File: src/rtl/decoder_pipe_pkg.sv
// Shared types and decode helper for the decoder_pipe_host slice.
package decoder_pipe_pkg;

  typedef enum logic [1:0] {
    IDLE   = 2'd0,
    DECODE = 2'd1,
    WRITE  = 2'd2
  } state_e;

  localparam logic MODE_ONEHOT = 1'b0;
  localparam logic MODE_THERM  = 1'b1;

  // Widest decoded word the helper can produce; callers keep the low OUT_W bits.
  localparam int unsigned DEC_MAX_W = 256;

  function automatic logic [DEC_MAX_W-1:0] decode_word(input logic [31:0] code,
                                                        input logic        mode);
    logic [DEC_MAX_W-1:0] w;
    w = '0;
    for (int unsigned i = 0; i < DEC_MAX_W; i++) begin
      if (mode == MODE_THERM) w[i] = (32'(i) <= code);
      else                    w[i] = (32'(i) == code);
    end
    return w;
  endfunction

endpackage

File: src/rtl/decoder_pipe_host_fifo.sv
// Shift-register FIFO: entry 0 is the registered head, unused slots are kept at zero.
module decoder_pipe_fifo #(
  parameter int unsigned W     = 30,
  parameter int unsigned DEPTH = 4,
  localparam int unsigned AW    = $clog2(DEPTH),
  localparam int unsigned CNT_W = $clog2(DEPTH) + 1
) (
  input  logic             clk,
  input  logic             rst,
  input  logic             push,
  input  logic             pop,
  input  logic             flush,
  input  logic [W-1:0]     din,
  output logic [W-1:0]     dout,
  output logic [CNT_W-1:0] count,
  output logic             full,
  output logic             empty
);

  logic [DEPTH-1:0][W-1:0] mem_q, mem_d;
  logic [CNT_W-1:0]        count_q, count_d;
  logic                    do_pop, do_push;
  logic [AW-1:0]           wr_idx;

  always_comb begin
    mem_d   = mem_q;
    count_d = count_q;
    do_pop  = pop && (count_q != '0);
    do_push = push && ((count_q != CNT_W'(DEPTH)) || do_pop);
    wr_idx  = AW'(count_q) - AW'(do_pop);
    if (flush) begin
      mem_d   = '0;
      count_d = '0;
    end else begin
      if (do_pop) begin
        for (int unsigned i = 0; i < DEPTH - 1; i++) mem_d[i] = mem_q[i+1];
        mem_d[DEPTH-1] = '0;
      end
      if (do_push) mem_d[wr_idx] = din;
      count_d = count_q + CNT_W'(do_push) - CNT_W'(do_pop);
    end
  end

  always_ff @(posedge clk or posedge rst) begin
    if (rst) begin
      mem_q   <= '0;
      count_q <= '0;
    end else begin
      mem_q   <= mem_d;
      count_q <= count_d;
    end
  end

  assign dout  = mem_q[0];
  assign count = count_q;
  assign full  = (count_q == CNT_W'(DEPTH));
  assign empty = (count_q == '0);

endmodule

File: src/rtl/decoder_pipe_host.sv
// Code-to-one-hot/thermometer decoder with handshake, 3-state FSM and tagged output FIFO.
// Optional DECODER_PIPE_PARITY_EN adds out_par, the even parity of each stored entry.
module decoder_pipe_host import decoder_pipe_pkg::*; #(
  parameter int unsigned ENC_W    = 8,
  parameter int unsigned SEL_W    = 4,
  parameter int unsigned DEPTH    = 4,
  parameter int unsigned TAG_W    = 13,
  parameter int unsigned ERRCNT_W = 8
) (
  input  logic                  clk,
  input  logic                  pon_rst_i,
  input  logic [ENC_W-1:0]      encoded_input,
  input  logic                  mode_i,
  input  logic                  in_valid,
  output logic                  in_ready,
  input  logic                  flush_i,
  output logic [2**SEL_W-1:0]   out_data,
  output logic                  out_err,
  output logic [TAG_W-1:0]      out_tag,
  output logic                  out_valid,
  input  logic                  out_ready,
  output logic [ERRCNT_W-1:0]   err_count
`ifdef DECODER_PIPE_PARITY_EN
  ,
  output logic                  out_par
`endif
);

  localparam int unsigned OUT_W = 2**SEL_W;
  localparam int unsigned CNT_W = $clog2(DEPTH) + 1;
  localparam int unsigned CMP_W = (ENC_W > SEL_W + 1) ? ENC_W : SEL_W + 1;
`ifdef DECODER_PIPE_PARITY_EN
  localparam int unsigned PW = 1;
`else
  localparam int unsigned PW = 0;
`endif
  localparam int unsigned ENTRY_W = OUT_W + 1 + TAG_W + PW;

  state_e               state_q, state_d;
  logic [ENC_W-1:0]     code_q, code_d;
  logic                 mode_q, mode_d;
  logic [TAG_W-1:0]     tag_q, tag_d;
  logic [TAG_W-1:0]     tag_cnt_q, tag_cnt_d;
  logic [OUT_W-1:0]     res_q, res_d;
  logic                 res_err_q, res_err_d;
  logic [ERRCNT_W-1:0]  err_cnt_q, err_cnt_d;
  logic                 live_q, live_d;

  logic                 accept_c, push_c, code_oor_c;
  logic [ENTRY_W-1:0]   fifo_din, fifo_dout;
  logic [CNT_W-1:0]     fifo_count;
  logic                 fifo_full, fifo_empty;

  // live_q keeps in_ready low while reset is held and for the first cycle after.
  assign in_ready   = live_q && (state_q == IDLE) && (fifo_count < CNT_W'(DEPTH)) && !flush_i;
  assign accept_c   = in_valid && in_ready;
  assign code_oor_c = CMP_W'(code_q) >= CMP_W'(OUT_W);

  always_comb begin
    state_d   = state_q;
    code_d    = code_q;
    mode_d    = mode_q;
    tag_d     = tag_q;
    tag_cnt_d = tag_cnt_q;
    res_d     = res_q;
    res_err_d = res_err_q;
    err_cnt_d = err_cnt_q;
    live_d    = 1'b1;
    push_c    = 1'b0;
    case (state_q)
      IDLE: begin
        if (accept_c) begin
          code_d    = encoded_input;
          mode_d    = mode_i;
          tag_d     = tag_cnt_q;
          tag_cnt_d = tag_cnt_q + TAG_W'(1);
          state_d   = DECODE;
        end
      end
      DECODE: begin
        if (code_oor_c) begin
          res_d     = '0;
          res_err_d = 1'b1;
          if (err_cnt_q != '1) err_cnt_d = err_cnt_q + ERRCNT_W'(1);
        end else begin
          res_d     = OUT_W'(decode_word(32'(code_q), mode_q));
          res_err_d = 1'b0;
        end
        state_d = WRITE;
      end
      WRITE: begin
        push_c  = !fifo_full;
        state_d = IDLE;
      end
      default: state_d = IDLE;
    endcase
    if (flush_i) state_d = IDLE;
  end

  always_ff @(posedge clk or posedge pon_rst_i) begin
    if (pon_rst_i) begin
      state_q   <= IDLE;
      code_q    <= '0;
      mode_q    <= MODE_ONEHOT;
      tag_q     <= '0;
      tag_cnt_q <= '0;
      res_q     <= '0;
      res_err_q <= 1'b0;
      err_cnt_q <= '0;
      live_q    <= 1'b0;
    end else begin
      state_q   <= state_d;
      code_q    <= code_d;
      mode_q    <= mode_d;
      tag_q     <= tag_d;
      tag_cnt_q <= tag_cnt_d;
      res_q     <= res_d;
      res_err_q <= res_err_d;
      err_cnt_q <= err_cnt_d;
      live_q    <= live_d;
    end
  end

`ifdef DECODER_PIPE_PARITY_EN
  assign fifo_din = {res_q, res_err_q, tag_q, ^{res_q, res_err_q, tag_q}};
  assign out_par  = fifo_dout[0];
`else
  assign fifo_din = {res_q, res_err_q, tag_q};
`endif

  decoder_pipe_fifo #(
    .W     (ENTRY_W),
    .DEPTH (DEPTH)
  ) u_fifo (
    .clk   (clk),
    .rst   (pon_rst_i),
    .push  (push_c),
    .pop   (out_ready),
    .flush (flush_i),
    .din   (fifo_din),
    .dout  (fifo_dout),
    .count (fifo_count),
    .full  (fifo_full),
    .empty (fifo_empty)
  );

  // Empty FIFO slots hold zero, so the head fields read zero when nothing is queued.
  assign out_data  = fifo_dout[ENTRY_W-1 -: OUT_W];
  assign out_err   = fifo_dout[TAG_W+PW];
  assign out_tag   = fifo_dout[TAG_W-1+PW : PW];
  assign out_valid = !fifo_empty;
  assign err_count = err_cnt_q;

endmodule

File: config.mk
export PLATFORM = sky130hd
export DESIGN_NAME = decoder_pipe_host
export DESIGN_NICKNAME = d
export VERILOG_FILES = /design/src/rtl/decoder_pipe_pkg.sv /design/src/rtl/decoder_pipe_host_fifo.sv /design/src/rtl/decoder_pipe_host.sv
export SDC_FILE = /design/constraint.sdc
export NUM_CORES = 1
export LEC_CHECK = 0
export ABC_AREA = 1
export BUFFER_PORTS_ARGS = -buffer_cell sky130_fd_sc_hd__buf_2
export CORE_MARGIN = 2
export CORE_UTILIZATION = 50
export DETAILED_ROUTE_END_ITERATION = 8
export HOLD_SLACK_MARGIN = 0.03
export PLACE_DENSITY = 0.66
export SLEW_MARGIN = 5
export SYNTH_ARGS = -nofsm -noshare
export SYNTH_HDL_FRONTEND = slang
export SYNTH_HIERARCHICAL = 1
export SYNTH_SLANG_ARGS = --single-unit
File: constraint.sdc
create_clock -name clk -period 4.7 [get_ports clk]
set_clock_uncertainty 0.2 [all_clocks]
set_input_delay 0.94 -clock clk [delete_from_list [all_inputs] [get_ports clk]]
set_output_delay 0.94 -clock clk [all_outputs]
set_load 0.05 [all_outputs]
==> results of run 1 <==
## cell type report
class	instances	area share (%)
multi-input combinational	1087	41.6
tap	275	3.08
clock inverter	15	1.42
inverter	150	5.08
sequential	186	41.7
clock buffer	17	3.81
timing repair buffer	64	3.34
## power groups by stage
stage	Combinational [mW]	Sequential [mW]	Clock, mW
after floorplan	1.60	2.13	0
after global placement	1.84	2.18	0
after detailed placement	1.86	2.18	0
after CTS	1.88	2.16	1.47
after global routing	2.14	2.20	1.54
final	1.87	2.16	1.44
## metrics by stage
| step | hold WS (ns) | power [mW] |
|---|---|---|
| after detailed placement | 0.294 | 4.05 |
| after CTS | 0.313 | 5.50 |
| after global placement | 0.285 | 4.02 |
| final | 0.308 | 5.47 |
| after floorplan | 0.262 | 3.73 |
| after global routing | 0.330 | 5.88 |
## cells in the final DEF, fill, tap and decap left out, types with 2 or more instances in the layout
cell type | synthesis | final
nor2_1 | 268 | 268
ha_1 | 4 | 4
buf_4 | 43 | 9
nor2_2 | 7 | 7
dfrtp_1 | 186 | 186
inv_1 | 149 | 146
nand3b_1 | 30 | 30
buf_12 | 0 | 2
nand4_1 | 8 | 8
clkinvlp_4 | 0 | 3
nand4_2 | 4 | 4
o21ai_0 | 22 | 22
inv_8 | 0 | 4
o21ai_1 | 12 | 12
nand2_1 | 615 | 614
a21oi_1 | 3 | 3
nor3_1 | 5 | 5
nor2_4 | 4 | 4
xnor2_1 | 3 | 3
nand3_1 | 82 | 82
nand2_2 | 3 | 2
clkinv_4 | 0 | 5
buf_2 | 38 | 53
inv_6 | 0 | 2
xor2_1 | 5 | 5
clkbuf_16 | 0 | 17
nand2_4 | 2 | 4
## worst paths after layout
kind,startpoint,endpoint,slack [ns],cells after the start
setup / recovery,u_fifo/count[1]$_DFF_PP0_,u_fifo/mem_q[37]$_DFF_PP0_,1.36,11
hold / removal,pon_rst_i,u_fifo/mem_q[42]$_DFF_PP0_,0.31,2
setup reg to reg,u_fifo/count[1]$_DFF_PP0_,u_fifo/mem_q[37]$_DFF_PP0_,1.36,11
hold reg to reg,tag_cnt_q[11]$_DFFE_PP0P_,tag_cnt_q[11]$_DFFE_PP0P_,0.31,2
max in group asynchronous,pon_rst_i,err_count[6]$_DFFE_PP0P_,2.89,3
min in group clk,tag_cnt_q[11]$_DFFE_PP0P_,tag_cnt_q[11]$_DFFE_PP0P_,0.31,2
## kinds of logic after synthesis
kind of cell,count (synthesis)
AND/OR/NAND/NOR,1031
buffers and inverters,263
flip-flops,186
AO/OA/AOI/OAI,42
XOR/XNOR,8
adder cells (fa/ha/maj),5
other,1
## worst max-delay path: stages (launching register included)
cell,delay [ns]
dfrtp_1,0.48
nor2_2,0.28
nand2_4,0.28
nand2_4,0.46
inv_1,0.09
ha_1,0.36
inv_1,0.09
nand4_2,0.09
buf_4,0.57
nand2_1,0.13
nand2_1,0.09
nor2_1,0.04
## registers in the layout, indices dropped and copies added (netlist names)
| signal | count |
|---|---|
| tag_q | 13 |
| res_err_q | 1 |
| u_fifo/count | 3 |
| res_q | 16 |
| code_q | 8 |
| live_q | 1 |
| u_fifo/mem_q | 90 |
| err_count | 8 |
| u_fifo/dout | 30 |
| state_q | 2 |
| tag_cnt_q | 13 |
| mode_q | 1 |
## layer usage
layer	global-route usage [%]	wire, um	part of all wire (%)	up-vias
li1	-	-	-	4530
met1	33.0	11800	49	4178
met2	36.0	10800	45	181
met3	4.13	1110	4.6	12
met4	4.62	180	0.75	0
met5	0	0	0	-
==> impl_metrics.csv, run 1 <==
group,metric,value,unit
clock_network,cts.sinks,186,
final_layout,stdcell_count,1794,
logic_synthesis,ys_async_sr_fraction,100,%
logic_synthesis,synth.avg_cell_area,6.86,um^2
timing,drv_slew,0,
logic_synthesis,syn-num-nets,1555,
floorplanning,pin_count,54,
logic_synthesis,synth.area.top_cells,"dfrtp_1, nand2_1, nor2_1",
placement,dp_hpwl,13700,um
final_layout,fill_cells,2086,
clock_network,cts_tree,"done",
power_and_ir_drop,p_clk_share,26.4,%
power_and_ir_drop,pwr-share-seq,39.4,%
clock_network,ctsHoldBuffers,0,
logic_synthesis,synth-compound-area-share,2.22,%
run_status,status,"finished clean",
power_and_ir_drop,internal-power,3.15,mW
clock_network,root_buffer,"clkbuf_16",
drt,ant_nets,0,
timing,rsz0062_at_grt,"false",
power_and_ir_drop,power_density,490,nW/um^2
timing,setup_slack,1.36,ns
grt,grt_remaining_overflow,0,
timing,max_freq,0.300,GHz
drt,vias,8901,
drt,drtIter0Drc,558,
clock_network,ctsResizeCount,0,
clock_network,cts.path.max_buffers,2,
floorplanning,fp.dieW,149,um
power_and_ir_drop,netSwitchingPower,2.32,mW
placement,port_buffers,53,
floorplanning,core_region_area,20800,um^2
logic_synthesis,synth_top_area_cell,"dfrtp_1",
timing,tightest_slew,1.08,ns
placement,dpl.cell_count,1762,
drt,firstDrtPassIters,5,
timing,setup_viol,0,
drt,vias_per_cell,4.96,
logic_synthesis,ys_top_cells_by_count,"nand2_1, nor2_1, dfrtp_1",
logic_synthesis,netlist-cell-type-count,35,
logic_synthesis,ys_seq_area_share,44.2,%
floorplanning,std_cell_rows,53,
setup_path,criticalPathCategory,"reg -> reg",
final_layout,fin_nets,1525,
final_layout,final_cell_area,11200,um^2
grt,grt_max_degree,121,
logic_synthesis,postSynthCellCount,1536,
logic_synthesis,synthAdderAreaFrac,0.665,%
placement,placed_cell_area,10600,um^2
clock_network,path_clk_slew,0.08,ns
logic_synthesis,synth_most_common_cell,"nand2_1",
timing,fin_crit_sh,71.0,%
logic_synthesis,syn-cell-area,10500,um^2
final_layout,multi_input_area,4640,um^2
power_and_ir_drop,combinationalPowerShare,34.2,%
placement,place_ws,1.39,ns
timing,timing.final.crit_period,3.34,ns
clock_network,cts.htree.levels,4,
timing,max_slew_margin,27.9,%
setup_path,startpoint_type,"flip-flop",
timing,hold_violations,0,
logic_synthesis,synth_mux_area_share,0,%
clock_network,numCtsBuffers,17,
setup_path,cp.required,4.83,ns
floorplanning,dieArea,22200,um^2
floorplanning,start_util,50.6,%
floorplanning,die_h,149,um
logic_synthesis,synth_top_family_by_area,"simple AND/OR/NAND/NOR gates",
job,max-cap-violations,0,
logic_synthesis,synth_edf_count,0,
drt,wl,23900,um
placement,gp_congestion,0.861,
grt,gr-usage-all-layers,22.7,%
clock_network,insertion_delay,0.44,ns
logic_synthesis,netlist.area_leader.share,44.2,%
setup_path,endpoint_kind,"flip-flop",
power_and_ir_drop,ir_worst_vdd,311,uV
setup_path,cp_max_fo,60,
logic_synthesis,ys_seq_elements,186,
power_and_ir_drop,p_sw_share,42.4,%
clock_network,post_cts_buffers,0,
min_path,hold_path_class,"in -> async",
final_layout,antenna_cells,0,
power_and_ir_drop,p_leak,6.88,nW
final_layout,syn_to_final_growth,5.93,%
setup_path,worstPathArrival,3.47,ns
logic_synthesis,synth_xor_area_share,0.665,%
logic_synthesis,yosys.area_share.simple,40.3,%
drt,drc,0,
grt,grt_pass1_vias,8169,
grt,antenna_found_initial,0,
final_layout,regArea,4650,um^2
logic_synthesis,synth_ff_type,"dfrtp_1",
final_layout,utilization,53.6,%
logic_synthesis,synth_warnings,6,
timing,tns,0,ns
final_layout,drive_gt1_share,8.23,%
grt,grt_pass1_wl,40700,um
drt,wl_per_cell,13.3,um
No activity file was read; power rests on OpenSTA's default activity.
==> run 2, diff against run 1 <==
--- a/config.mk
+++ b/config.mk
@@ -5,13 +5,13 @@
 export SDC_FILE = /design/constraint.sdc
 export NUM_CORES = 1
 export LEC_CHECK = 0
-export ABC_AREA = 1
+export ABC_AREA = 0
 export BUFFER_PORTS_ARGS = -buffer_cell sky130_fd_sc_hd__buf_2
 export CORE_MARGIN = 2
 export CORE_UTILIZATION = 50
 export DETAILED_ROUTE_END_ITERATION = 8
 export HOLD_SLACK_MARGIN = 0.03
-export PLACE_DENSITY = 0.66
+export PLACE_DENSITY = 0.69
 export SLEW_MARGIN = 5
 export SYNTH_ARGS = -nofsm -noshare
 export SYNTH_HDL_FRONTEND = slang
==> constraint.sdc (replaced) <==
create_clock -name clk -period 2.8 [get_ports clk]
set_clock_uncertainty 0.2 [all_clocks]
set_input_delay 0.56 -clock clk [delete_from_list [all_inputs] [get_ports clk]]
set_output_delay 0.56 -clock clk [all_outputs]
set_load 0.05 [all_outputs]
==> impl_metrics.csv, run 2 <==
group,metric,value,unit
logic_synthesis,synth_most_common_cell,"dfrtp_1",
logic_synthesis,postSynthCellCount,882,
setup_path,cp.required,2.93,ns
grt,grt_pass1_wl,36400,um
timing,tightest_slew,0.785,ns
logic_synthesis,ys_async_sr_fraction,100,%
power_and_ir_drop,power_density,834,nW/um^2
timing,fin_crit_sh,97.1,%
clock_network,cts.path.max_buffers,2,
setup_path,startpoint_type,"flip-flop",
clock_network,root_buffer,"clkbuf_16",
placement,placed_cell_area,9960,um^2
placement,dp_hpwl,13300,um
job,max-cap-violations,0,
power_and_ir_drop,p_clk_share,27.4,%
final_layout,fin_nets,891,
final_layout,final_common_cell,"dfrtp_1",
setup_path,path_cells,"o31ai_4, inv_1, ha_1, or4b_1, and2_4, buf_4, a221oi_2",
logic_synthesis,netlist-cell-type-count,49,
power_and_ir_drop,combinationalPowerShare,34.2,%
timing,drv_slew,0,
power_and_ir_drop,p_sw_share,39.3,%
setup_path,endpoint_kind,"flip-flop",
drt,wl_per_cell,19.9,um
final_layout,antenna_cells,0,
timing,max_slew_margin,47.7,%
floorplanning,start_util,51.1,%
timing,timing.final.crit_period,2.72,ns
drt,firstDrtPassIters,5,
floorplanning,fp.dieW,142,um
floorplanning,std_cell_rows,50,
logic_synthesis,syn-cell-area,9580,um^2
clock_network,insertion_delay,0.43,ns
grt,grt_remaining_overflow,0,
power_and_ir_drop,ir_worst_vdd,740,uV
power_and_ir_drop,power,8.83,mW
timing,rsz0062_at_grt,"true",
logic_synthesis,synth.area.top_cells,"dfrtp_1, mux2i_1, a221oi_2",
run_status,status,"finished clean",
setup_path,cpMaxStageDelayCell,"or4b_1",
grt,gr-usage-all-layers,22.7,%
setup_path,worstPathArrival,2.85,ns
setup_path,cp_max_fo,8,
final_layout,largest_register_ffs,90,
grt,grt_max_degree,125,
logic_synthesis,syn-num-nets,901,
clock_network,post_cts_buffers,0,
logic_synthesis,synth_warnings,6,
floorplanning,pin_count,54,
placement,port_buffers,53,
power_and_ir_drop,p_leak,5.05,nW
clock_network,path_clk_slew,0.07,ns
power_and_ir_drop,netSwitchingPower,3.47,mW
clock_network,numCtsBuffers,17,
power_and_ir_drop,internal-power,5.35,mW
drt,vias,6912,
clock_network,cts_tree,"done",
timing,hold_violations,0,
final_layout,stdcell_count,1119,
grt,antenna_found_initial,0,
drt,drtIter0Drc,552,
final_layout,drive_gt1_share,22.8,%
logic_synthesis,synth_edf_count,0,
logic_synthesis,ys_top_cells_by_count,"dfrtp_1, nand2_1, mux2i_1",
setup_path,crit_buf_inv,2,
final_layout,largest-register,"u_fifo/mem_q",
setup_path,cpLargestDelayFamily,"simple AND/OR/NAND/NOR gates",
logic_synthesis,netlist.area_leader.share,48.6,%
setup_path,criticalPathCategory,"reg -> reg",
clock_network,cts.htree.levels,4,
min_path,hold_path_class,"in -> reg",
final_layout,mostFrequentLayoutCells,"dfrtp_1, nand2_1, mux2i_1",
final_layout,final_cell_area,10600,um^2
grt,grt_pass1_vias,6617,
logic_synthesis,synth.avg_cell_area,10.9,um^2
drt,ant_nets,0,
logic_synthesis,ys_seq_area_share,48.6,%
logic_synthesis,ys_seq_elements,186,
floorplanning,core_region_area,18800,um^2
logic_synthesis,synth_ff_type,"dfrtp_1",
drt,vias_per_cell,6.18,
clock_network,cts.sinks,186,
placement,gp_congestion,0.787,
logic_synthesis,synth_top_area_cell,"dfrtp_1",
drt,wl,22200,um
floorplanning,die_h,142,um
setup_path,max_stage_delay,0.60,ns
timing,setup_viol,0,
timing,max_freq,0.368,GHz
placement,dpl.cell_count,1086,
floorplanning,dieArea,20300,um^2
final_layout,syn_to_final_growth,10.4,%
drt,drc,0,
timing,tns,0,ns
power_and_ir_drop,pwr-share-seq,38.4,%
-- run 2: changes by cell type in the layout (fill, tap and decap cells not counted), moves of 30 or more --
cell / before / now
nand3_1: 82 / 13
a21oi_1: 3 / 33
a221oi_1: 0 / 30
inv_1: 146 / 5
mux2i_1: 0 / 93
nor2_1: 268 / 79
nand3b_1: 30 / 0
nand2_1: 614 / 97
a221oi_2: 0 / 60
-- run 2: metal layers --
metal  track usage, %  part of all wire (%)  up-vias
li1                 -                     -     3218
met3             3.73                   4.7       18
met2             33.9                    47      194
met1             34.1                    47     3482
met5                0                     0        -
met4             6.77                   1.3        0
-- run 2: logic make-up (layout without fill, tap and decap cells) --
logic type	after synthesis	count (layout)	share of synthesized area, %
and+or+nand+nor	269	269	13.1
xor gates and xnor gates	16	16	1.54
muxes	100	100	10.5
adders and majority gates	5	5	0.731
buffers and inverters	123	126	6.89
other	1	1	0.0391
DFF	186	186	48.6
AOI/OAI and AO/OA	182	182	18.6
-- run 2: area by class of cell --
cell class	instances	area (um^2)
multi-input cells	573	4320
clock buffers	23	478
well taps	234	293
flip-flops and latches	186	4660
repair buffers	86	684
clock inverters	9	113
inverters	8	33.8
fillers	1608	8190
-- run 2: power groups by stage --
stage,clock network (mW),registers [mW],logic [mW]
global placement,0,3.41,2.95
global route,2.58,3.45,3.23
finish,2.42,3.39,3.02
CTS,2.46,3.38,2.99
floorplan,0,3.31,2.30
detailed placement,0,3.42,2.97
-- run 2: timing repair --
action                                  CTS  global route
endpoints found under the setup margin    0            27
hold endpoints to repair                 28             0
hold buffers                              1             0
resized for setup                         0             6
-- run 2: path summary, 6_finish.rpt --
check | cells past startpoint | start | slack [ns] | endpoint
setup / recovery | 7 | u_fifo/count[0]$_DFF_PP0_ | 0.08 | u_fifo/dout[18]$_DFF_PP0_
hold / removal | 3 | encoded_input[4] | 0.11 | code_q[4]$_DFFE_PP0P_
setup reg to reg | 7 | u_fifo/count[0]$_DFF_PP0_ | 0.08 | u_fifo/dout[18]$_DFF_PP0_
hold reg to reg | 2 | code_q[4]$_DFFE_PP0P_ | 0.28 | code_q[4]$_DFFE_PP0P_
max in group asynchronous | 4 | pon_rst_i | 1.27 | u_fifo/mem_q[106]$_DFF_PP0_
min in group asynchronous | 3 | pon_rst_i | 0.48 | u_fifo/mem_q[100]$_DFF_PP0_
-- run 2: tightest hold or removal path: stages --
cell     delay, ns
buf_2         0.07
nand2_1       0.04
nand2_1       0.04
-- run 2: stage by stage --
stage	hold slack [ns]	util [%]	setup slack (ns)
2_1_floorplan	0.246	-	0.0379
3_3_place_gp	0.259	53.0	0.100
3_5_place_dp	0.265	53.0	0.0460
4_1_cts	0.0920	56.2	0.0663
5_1_grt	0.126	56.4	-0.0149
6_report	0.110	56.4	0.0821
==> run 3, diff against run 2 <==
==> constraint.sdc (replaced) <==
create_clock -name clk -period 2.8 [get_ports clk]
set_clock_uncertainty 0.2 [all_clocks]
set_input_delay 0.28 -clock clk [delete_from_list [all_inputs] [get_ports clk]]
set_output_delay 0.28 -clock clk [all_outputs]
set_load 0.05 [all_outputs]
==> impl_metrics.csv, run 3 (synthesis gave the netlist of run 2 again) <==
group,metric,value,unit
floorplanning,core_region_area,18800,um^2
drt,wl_per_cell,19.5,um
final_layout,mostFrequentLayoutCells,"dfrtp_1, nand2_1, mux2i_1",
floorplanning,dieArea,20300,um^2
clock_network,numCtsBuffers,17,
power_and_ir_drop,power,9.05,mW
grt,gr-usage-all-layers,22.7,%
final_layout,drive_gt1_share,22.4,%
grt,grt_pass1_vias,6852,
setup_path,cp.required,2.94,ns
drt,wl,22000,um
final_layout,antenna_cells,0,
timing,setup_viol,0,
placement,dp_hpwl,13300,um
drt,vias_per_cell,6.22,
grt,grt_remaining_overflow,0,
floorplanning,pin_count,54,
timing,hold_violations,0,
setup_path,startpoint_type,"flip-flop",
timing,holdWs,0.139,ns
grt,grt_max_degree,121,
clock_network,cts.sinks,186,
drt,vias,7018,
drt,drtIter0Drc,644,
final_layout,final_cell_area,10700,um^2
placement,gp_congestion,0.840,
grt,antenna_found_initial,0,
floorplanning,fp.dieW,142,um
floorplanning,die_h,142,um
setup_path,endpoint_kind,"flip-flop",
floorplanning,std_cell_rows,50,
timing,timing.final.crit_period,2.67,ns
clock_network,cts.path.max_buffers,2,
clock_network,path_clk_slew,0.07,ns
timing,rsz0062_at_grt,"false",
min_path,hold_path_class,"in -> reg",
grt,grt_pass1_wl,36700,um
job,max-cap-violations,0,
clock_network,insertion_delay,0.43,ns
clock_network,post_cts_buffers,0,
power_and_ir_drop,p_leak,5.12,nW
placement,port_buffers,53,
power_and_ir_drop,ir_worst_vdd,609,uV
final_layout,syn_to_final_growth,11.7,%
run_status,status,"finished clean",
setup_path,criticalPathCategory,"reg -> reg",
timing,tns,0,ns
timing,max_slew_margin,34.5,%
clock_network,root_buffer,"clkbuf_16",
timing,max_freq,0.374,GHz
timing,drv_slew,0,
clock_network,cts_tree,"done",
timing,tightest_slew,0.982,ns
placement,placed_cell_area,9960,um^2
floorplanning,start_util,51.1,%
final_layout,largest-register,"u_fifo/mem_q",
setup_path,cp_max_fo,19,
drt,firstDrtPassIters,6,
clock_network,cts.htree.levels,4,
drt,ant_nets,0,
drt,drc,0,
power_and_ir_drop,power_density,846,nW/um^2
timing,fin_crit_sh,95.4,%
setup_path,worstPathArrival,2.81,ns
final_layout,largest_register_ffs,90,
final_layout,fin_nets,900,
final_layout,final_common_cell,"dfrtp_1",
-- run 3: routing by layer --
layer	global-route usage [%]	part of all wire (%)	up-vias
met5	0	0	-
met4	6.57	1.4	0
met3	4.51	5.0	25
met2	33.4	46	210
met1	34.0	48	3541
li1	-	-	3242
-- run 3: report_power, final --
part,internal (mW),switching [mW]
logic,1.06,2.02
registers,2.96,0.417
clock network,1.52,1.08
-- run 3: path summary, 6_finish.rpt --
| kind | start | to | slack (ns) | depth (start not counted) |
|---|---|---|---|---|
| worst max-delay path | u_fifo/count[2]$_DFF_PP0_ | u_fifo/dout[13]$_DFF_PP0_ | 0.13 | 7 |
| worst min-delay path | in_valid | tag_q[4]$_DFFE_PP0P_ | 0.14 | 4 |
| worst max register to register | u_fifo/count[2]$_DFF_PP0_ | u_fifo/dout[13]$_DFF_PP0_ | 0.13 | 7 |
| worst min register to register | code_q[4]$_DFFE_PP0P_ | code_q[4]$_DFFE_PP0P_ | 0.28 | 2 |
| max in group asynchronous | pon_rst_i | u_fifo/mem_q[114]$_DFF_PP0_ | 1.43 | 4 |
| min in group asynchronous | pon_rst_i | u_fifo/dout[5]$_DFF_PP0_ | 0.20 | 3 |
-- run 3: cell type report --
cell class	count	area (um^2)
sequential	186	4650
clock buffer	21	480
clock inverter	11	155
multi-input combinational	573	4300
timing repair buffer	95	786
tap	234	293
fill	1585	8060
inverter	8	33.8
-- run 3: critical path, stage by stage (launching register included) --
cell and delay, ns:
dfrtp_1 0.49, o31ai_4 0.29, inv_1 0.06, ha_1 0.19, or4b_1 0.59, and2_4 0.28
buf_12 0.19, a221oi_2 0.28
-- run 3: what timing repair did --
action                                  CTS  global route
gates resized for setup                   0             0
endpoints found under the setup margin    0             0
hold buffers                             11             0
hold endpoints to repair                 53             0
-- run 3: metrics by stage --
step | utilization (%) | instances | setup WS [ns]
floorplan | - | 882 | 0.0379
global placement | 53.1 | 1085 | 0.200
detailed placement | 53.1 | 1085 | 0.158
CTS | 57.0 | 1128 | 0.140
global route | 57.0 | 1128 | 0.0136
finish | 57.0 | 1128 | 0.128
